`src/rtl/zero_run_detector.sv`:
```
// Registered zero detector with saturating run/total counters and a threshold FSM.
// Optional macro ZERO_RUN_SIGN_EN adds a registered sign (neg) output.
module zero_run_detector #(
  parameter int WIDTH = 32,
  parameter int CNT_W = 8
) (
  input  logic             clk,
  input  logic             reset,
  input  logic             in_valid,
  input  logic [WIDTH-1:0] in,
  input  logic [CNT_W-1:0] thresh,
  input  logic             clear,
  output logic             zero,
  output logic [CNT_W-1:0] run_count,
  output logic [CNT_W-1:0] total_count,
  output logic             run_hit,
`ifdef ZERO_RUN_SIGN_EN
  output logic             neg,
`endif
  output logic             sticky_hit
);

  typedef enum logic [1:0] {
    S_IDLE = 2'd0,
    S_RUN  = 2'd1,
    S_HIT  = 2'd2
  } state_t;

  function automatic logic [CNT_W-1:0] sat_inc(input logic [CNT_W-1:0] v);
    return (v == {CNT_W{1'b1}}) ? v : v + 1'b1;
  endfunction

  state_t           state_q, state_d;
  logic             zero_q, zero_d;
  logic [CNT_W-1:0] run_q, run_d;
  logic [CNT_W-1:0] total_q, total_d;
  logic             sticky_q, sticky_d;
  logic             iz;
  logic             thr_hit;
  logic             enter_hit;

  assign iz = (in == '0);
  // Threshold compare uses the post-update run length, so the hit lands on the reaching sample.
  assign thr_hit = (thresh != '0) && (run_d >= thresh);

  always_comb begin
    state_d  = state_q;
    zero_d   = zero_q;
    run_d    = run_q;
    total_d  = clear ? '0 : total_q;
    if (in_valid) begin
      zero_d = iz;
      run_d  = iz ? sat_inc(run_q) : '0;
      if (iz) total_d = sat_inc(total_d);
      unique case (state_q)
        S_IDLE:  state_d = (run_d == '0) ? S_IDLE : (thr_hit ? S_HIT : S_RUN);
        S_RUN:   state_d = !iz ? S_IDLE : (thr_hit ? S_HIT : S_RUN);
        S_HIT:   state_d = !iz ? S_IDLE : ((thresh == '0) ? S_RUN : S_HIT);
        default: state_d = S_IDLE;
      endcase
    end
    enter_hit = (state_d == S_HIT) && (state_q != S_HIT);
    // A hit entry on the same edge as clear keeps the sticky flag set.
    sticky_d  = enter_hit ? 1'b1 : (clear ? 1'b0 : sticky_q);
  end

  always_ff @(posedge clk) begin
    if (reset) begin
      state_q  <= S_IDLE;
      zero_q   <= 1'b0;
      run_q    <= '0;
      total_q  <= '0;
      sticky_q <= 1'b0;
    end else begin
      state_q  <= state_d;
      zero_q   <= zero_d;
      run_q    <= run_d;
      total_q  <= total_d;
      sticky_q <= sticky_d;
    end
  end

`ifdef ZERO_RUN_SIGN_EN
  logic neg_q, neg_d;

  always_comb begin
    neg_d = neg_q;
    if (in_valid) neg_d = in[WIDTH-1];
  end

  always_ff @(posedge clk) begin
    if (reset) neg_q <= 1'b0;
    else       neg_q <= neg_d;
  end

  assign neg = neg_q;
`endif

  assign zero        = zero_q;
  assign run_count   = run_q;
  assign total_count = total_q;
  assign run_hit     = (state_q == S_HIT);
  assign sticky_hit  = sticky_q;

endmodule

```
`config.mk`:
```
export PLATFORM = sky130hd
export DESIGN_NAME = zero_run_detector
export DESIGN_NICKNAME = d
export VERILOG_FILES = /design/src/rtl/zero_run_detector.sv
export SDC_FILE = /design/constraint.sdc
export NUM_CORES = 1
export LEC_CHECK = 0
export ABC_AREA = 1
export CAP_MARGIN = 15
export CORE_MARGIN = 5
export CORE_UTILIZATION = 40
export DETAILED_ROUTE_END_ITERATION = 12
export HOLD_SLACK_MARGIN = 0.03
export PLACE_DENSITY = 0.82
export SYNTH_ARGS = -nofsm -noshare
export SYNTH_HDL_FRONTEND = slang
export SYNTH_SLANG_ARGS = --single-unit
```
`constraint.sdc`:
```
create_clock -name clk -period 2.35 [get_ports clk]
set_input_delay 0.47 -clock clk [delete_from_list [all_inputs] [get_ports clk]]
set_output_delay 0.47 -clock clk [all_outputs]
set_load 0.05 [all_outputs]
```
# After elaboration in Yosys (flattened, before gate mapping)
# Index checks and enable logic that the tools add are counted.
[word_totals]
register_bits = 20
inputBits = 44
out_inout_bits = 19
word_cells = 38
[op_classes]
add_sub_neg = 2
magnitude_cmp = 1
eq_ne = 6
muxes = 16
n_reduce_logical = 8
[op_table]
columns = ["cell", "count"]
rows = [
  ["2-to-1 mux 8 bit", 7],
  ["zero test 32 bit", 1],
  ["adder 8 x 1 -> 8 bit, second input constant", 2],
  ["== test 8 bit, second input constant", 2],
  ["zero test 8 bit", 2],
  ["2-to-1 mux 2 bit", 6],
  ["greater-or-equal comparator 8 bit", 1],
  ["nonzero test 8 bit", 1],
  ["one-hot mux 2 bit (3 select lines)", 1],
  ["== test 2 bit, second input constant", 2],
  ["== test 2 x 1 -> 1 bit, second input constant", 1],
  ["logical AND 1 bit", 2],
  ["zero test 2 bit", 1],
  ["2-to-1 mux 1 bit", 2],
  ["!= test 2 bit, second input constant", 1],
  ["nonzero test 2 bit", 1],
]

# Depth between registers and ports, before layout
[depth]
word_depth = 13
ltp_mapped = 23
depth_no_buf = 23

# Worst setup path after synthesis
# OpenSTA, ideal clock, no wires.
[synth_timing]
kind = "register to register"
startpoint = "reg run_q[0] (netlist: run_count[0])"
endpoint = "reg sticky_q (netlist: sticky_hit)"
setup_time_ns = 0.120
arrival_time_ns = 2.719
required_time_ns = 2.230
setup_slack_ns = -0.489
path_stages_with_launch = 22
n_path_buf = 0
period_less_slack_ns = 2.839
path_cell_list = "dfxtp_1 > ha_1 > nand2_2 > nor2_4 > nand3_1 > nand2_1 > inv_1 > a21oi_1 > a21oi_1 > ha_1 > a21oi_1 > o21ai_0 > nand2_1 > nand3_1 > nand2_1 > nand2_1 > nand2_1 > nand2_1 > nand2_1 > nand2_2 > nand3_2 > o21bai_2"
[synth_between]
elab_chain_cells = 13
[synth_rtl]
columns = ["item", "line_no", "text"]
rows = [
  ["start, declared", "35", "logic [CNT_W-1:0] run_q, run_d;"],
  ["start signal, assigned", "77", "run_q <= run_d;"],
  ["adder 8 x 1 -> 8 bit / == test 8 bit (equally long branches)", "30", "return (v == {CNT_W{1'b1}}) ? v : v + 1'b1;"],
  ["2-to-1 mux 8 bit *", "30", ""],
  ["2-to-1 mux 8 bit *", "53", "run_d = iz ? sat_inc(run_q) : '0;"],
  ["2-to-1 mux 8 bit *", "51", "if (in_valid) begin"],
  ["net run_d[1]", "35", ""],
  ["greater-or-equal comparator 8 bit *", "44", "assign thr_hit = (thresh != '0) && (run_d >= thresh);"],
  ["logical AND 1 bit *", "44", ""],
  ["2-to-1 mux 2 bit *", "56, 57", ""],
  ["2-to-1 mux 2 bit, on equally long branches", "57, 56", ""],
  ["one-hot mux 2 bit (3 select lines) *", "55", "unique case (state_q)"],
  ["2-to-1 mux 2 bit *", "51", ""],
  ["== test 2 bit *", "62", "enter_hit = (state_d == S_HIT) && (state_q != S_HIT);"],
  ["logical AND 1 bit *", "62", ""],
  ["2-to-1 mux 1 bit / nonzero test 2 bit (equally long branches)", "-", ""],
  ["end signal, assigned", "79", "sticky_q <= sticky_d;"],
  ["end, declared", "37", "logic sticky_q, sticky_d;"],
]
# Mark *: on every way through the listed nets, which the timed path passes. The rest lies on a longest branch.
# A chain may end at the register's enable or synchronous reset.

# Worst setup path in the final report
[layout_timing]
startpoint = "reg run_q[1] (netlist: run_count[1])"
endpoint = "reg sticky_q (netlist: sticky_hit)"
# The elaborated chain is that of the path after synthesis.

==> impl_metrics.py <==
metrics = {
    "clocking": {
        "clock_latency_ns": 0.27,
        "path_clk_slew_ns": 0.09,
        "clkSinkCount": 20,
        "htreeDepth": 1,
        "cts_tree": "yes",
        "clockBufferDepth": 2,
        "cts_made_buffers": 3,
        "ctsHoldBuffers": 0,
        "clock-root-buffer": "clkbuf_8",
    },
    "timing": {
        "fin_worst_skew_ns": 0.01036,
        "fin_ws_ns": -0.2857,
        "hold_slack_ns": 0.4766,
        "slew_headroom": 0.6411,
        "hold_viol": 0,
        "worst_pin_slew_ns": 0.5367,
        "min_period_ns": 2.636,
        "timing.fmax_ghz": 0.3794,
        "report.final.slew_viol_count": 0,
        "rsz0062_at_grt": "true",
        "period_share": 1.122,
        "setup_violations": 3,
    },
    "synth": {
        "synth_top_cell_area_share": 0.2441,
        "synth_nets": 328,
        "synth_cells": 274,
        "syn_area_sq_um": 1640,
        "ys_warn_count": 0,
        "synth.area.top_cells": "dfxtp_1 (24%), nand2_1 (17%), nor2_1 (9.8%)",
        "synth-seq-cells": 20,
        "syn_area_per_cell_sq_um": 5.987,
        "seq_area_frac_synth": 0.2441,
        "synth.largest_area_cell": "dfxtp_1",
        "synth.distinct_cells": 30,
    },
    "placed_design": {
        "gp_congestion": 0.9137,
        "place_ws_ns": -0.7242,
        "dp_hpwl_mm": 4.129,
        "portBuffers": 62,
        "place_area_sq_um": 2569,
    },
    "flow_run": {
        "drv_cap": 0,
    },
    "floorplanning": {
        "pin_count": 63,
        "core_area_sq_um": 4000,
        "die_y_um": 74.04,
        "die_area_sq_um": 5481,
        "initial_utilization": 0.4101,
        "die_w_um": 74.04,
        "placementRows": 23,
    },
    "setup_path": {
        "crit_arrival_ns": 2.84,
        "path_max_fanout": 6,
        "cp-start-kind": "flip-flop",
        "reg2reg_from": "run_count[1]$_SDFF_PP0_",
        "critPathCaptureType": "flip-flop",
        "timing.rr.end": "sticky_hit$_SDFFE_PP0P_",
        "worstSetupPathType": "reg2reg",
        "r2r_slack_ns": -0.29,
        "crit_start": "run_count[1]$_SDFF_PP0_",
        "reg2reg_depth": 21,
        "critPathRequiredTime_ns": 2.56,
    },
    "drt": {
        "dr.pass1.iters": 5,
        "wirelength_mm": 5.957,
        "drtAntennaViolNets": 0,
        "routedWlPerCell_um": 14.02,
        "route.detailed.drc": 0,
        "vias": 2213,
        "vias_per_cell": 5.207,
        "initialDrtViolationCount": 162,
    },
    "finish": {
        "seqCellArea_sq_um": 415.4,
        "nNetsFinal": 430,
        "final_area_sq_um": 2701,
        "area_growth_pct": 64.68,
        "n_antenna_cell": 0,
        "drive_gt1_frac": 0.3733,
        "fillerInstances": 332,
        "multiInputGateArea_sq_um": 1235,
    },
    "power": {
        "p_leak_nw": 1.294,
        "power_per_cell_area_nw_per_um2": 307.8,
        "fin_total_pwr_w": 0.0008316,
        "peakVddDrop_v": 0.0002318,
    },
    "global_routing": {
        "grt_max_degree": 13,
        "antenna_found_initial": 0,
        "grt_overflow_total": 0,
        "grt_pass1_vias": 2023,
        "grt_usage": 0.2084,
        "grt_pass1_wl_mm": 9.039,
    },
    "worst_hold_path": {
        "hold_path_class": "reg2reg",
        "hold_path_startpoint": "zero$_SDFFE_PP0P_",
        "hold_depth": 2,
        "hold_end": "zero$_SDFFE_PP0P_",
    },
    "run_status": {
        "violations": "setup timing",
        "outcome": "complete, but fails checks",
    },
}
==> layer usage <==
layer / share of wire / vias to the layer above / track usage
met5: 0 / - / 0
met4: 0.034 / 0 / 0.09054
met3: 0.11 / 23 / 0.05541
met2: 0.46 / 139 / 0.3533
met1: 0.39 / 972 / 0.2465
li1: - / 1079 / -
==> area by class of cell <==
cell class                      instances  area share
Sequential cell                        20      0.1538
Tap cell                               50     0.02316
Multi-Input combinational cell        210      0.4572
Timing Repair Buffer                  101      0.2849
Clock buffer                            4     0.02455
Inverter                               40     0.05651
==> cell usage in the layout (no fill, tap or decap), types with 2 or more instances in the layout <==
cell             instances
nand2_1                 68
buf_4                   38
inv_1                   33
nor2_1                  32
buf_2                   29
clkdlybuf4s50_1         28
a21oi_1                 14
dfxtp_1                 12
nor2_2                  11
nand2_2                 11
nand3_1                 10
o21ai_0                  7
ha_1                     7
nor2_4                   6
inv_2                    6
nor3_1                   6
dfxtp_2                  6
a21oi_2                  5
o21ai_1                  5
nand3_2                  4
nand4_1                  4
buf_6                    4
ha_4                     3
clkbuf_8                 3
nand2_4                  2
a21oi_4                  2
o21ai_2                  2
a211oi_1                 2
dfxtp_4                  2
==> metrics by stage <==
stage | std cells | utilization | TNS [ns]
2_1_floorplan | 274 | - | -0.02580
3_3_place_gp | 411 | 0.6422 | -1.905
3_5_place_dp | 411 | 0.6422 | -2.167
4_1_cts | 421 | 0.6534 | -0.2180
5_1_grt | 425 | 0.6753 | -1.079
6_report | 425 | 0.6753 | -0.6916
==> synth_stat cells <==
library cell / count
clkbuf_1: 3
nor2_1: 43
a31oi_1: 1
nand3_2: 1
nand3b_1: 1
a21oi_1: 21
nand2_1: 75
dfxtp_1: 20
nand4_1: 4
inv_2: 5
o21bai_1: 1
a211oi_1: 2
o21ai_1: 4
a22oi_1: 1
nand2_2: 5
nand2_4: 1
inv_1: 35
o21bai_2: 1
buf_6: 1
nand3_1: 13
o21a_1: 1
and2_1: 1
nor3_1: 6
nor2_4: 5
nor3_2: 1
nor2_2: 1
nor4_1: 1
ha_1: 10
o21ai_0: 9
o21ai_2: 1
==> cells by family after synthesis <==
logic type / after synthesis / synth area share
DFF: 20 / 0.2441
and+or+nand+nor: 158 / 0.4317
adders and majority gates: 10 / 0.07628
AOI/OAI and AO/OA: 42 / 0.1426
buffers and inverters: 44 / 0.1053
==> state kept, by name (all words and copies together), names as in the netlist <==
register / flops
sticky_hit: 1
run_count: 8
zero: 1
state_q: 2
total_count: 8
==> timing repair <==
action	4_1_cts	5_1_grt
resized for setup	117	20
pin swaps	48	22
endpoints found under the setup margin	3	3
setup buffers	6	4
==> critical path, stage by stage (launching register included) <==
cell      delay [ns]
dfxtp_4         0.38
ha_4            0.16
nand2_4         0.06
nor2_4          0.16
nand2_4         0.10
buf_4           0.16
nand2_1         0.10
nand3_2         0.12
nand2_2         0.10
ha_4            0.13
nand2_1         0.07
nor2_2          0.13
nand4_1         0.13
nand3_2         0.13
nand2_2         0.08
nor2_1          0.12
nand2_1         0.06
nand2_1         0.06
nand2_1         0.05
nand2_1         0.08
nand2_2         0.06
o21bai_2        0.13
==> how the worst max path moves through the flow <==
stage                                    to  slack, ns  depth (start not counted)
detailed placement  sticky_hit$_SDFFE_PP0P_      -0.72                         22
global route        sticky_hit$_SDFFE_PP0P_      -0.40                         22
global placement    sticky_hit$_SDFFE_PP0P_      -0.65                         22
floorplan           sticky_hit$_SDFFE_PP0P_      -0.03                         21
CTS                 sticky_hit$_SDFFE_PP0P_      -0.10                         22
finish              sticky_hit$_SDFFE_PP0P_      -0.29                         21
==> power by group <==
group / switching, W / internal (W)
Sequential: 0.00000377 / 0.000340
Clock: 0.000139 / 0.000185
Combinational: 0.0000821 / 0.0000815
(Power assumes the default switching activity.)
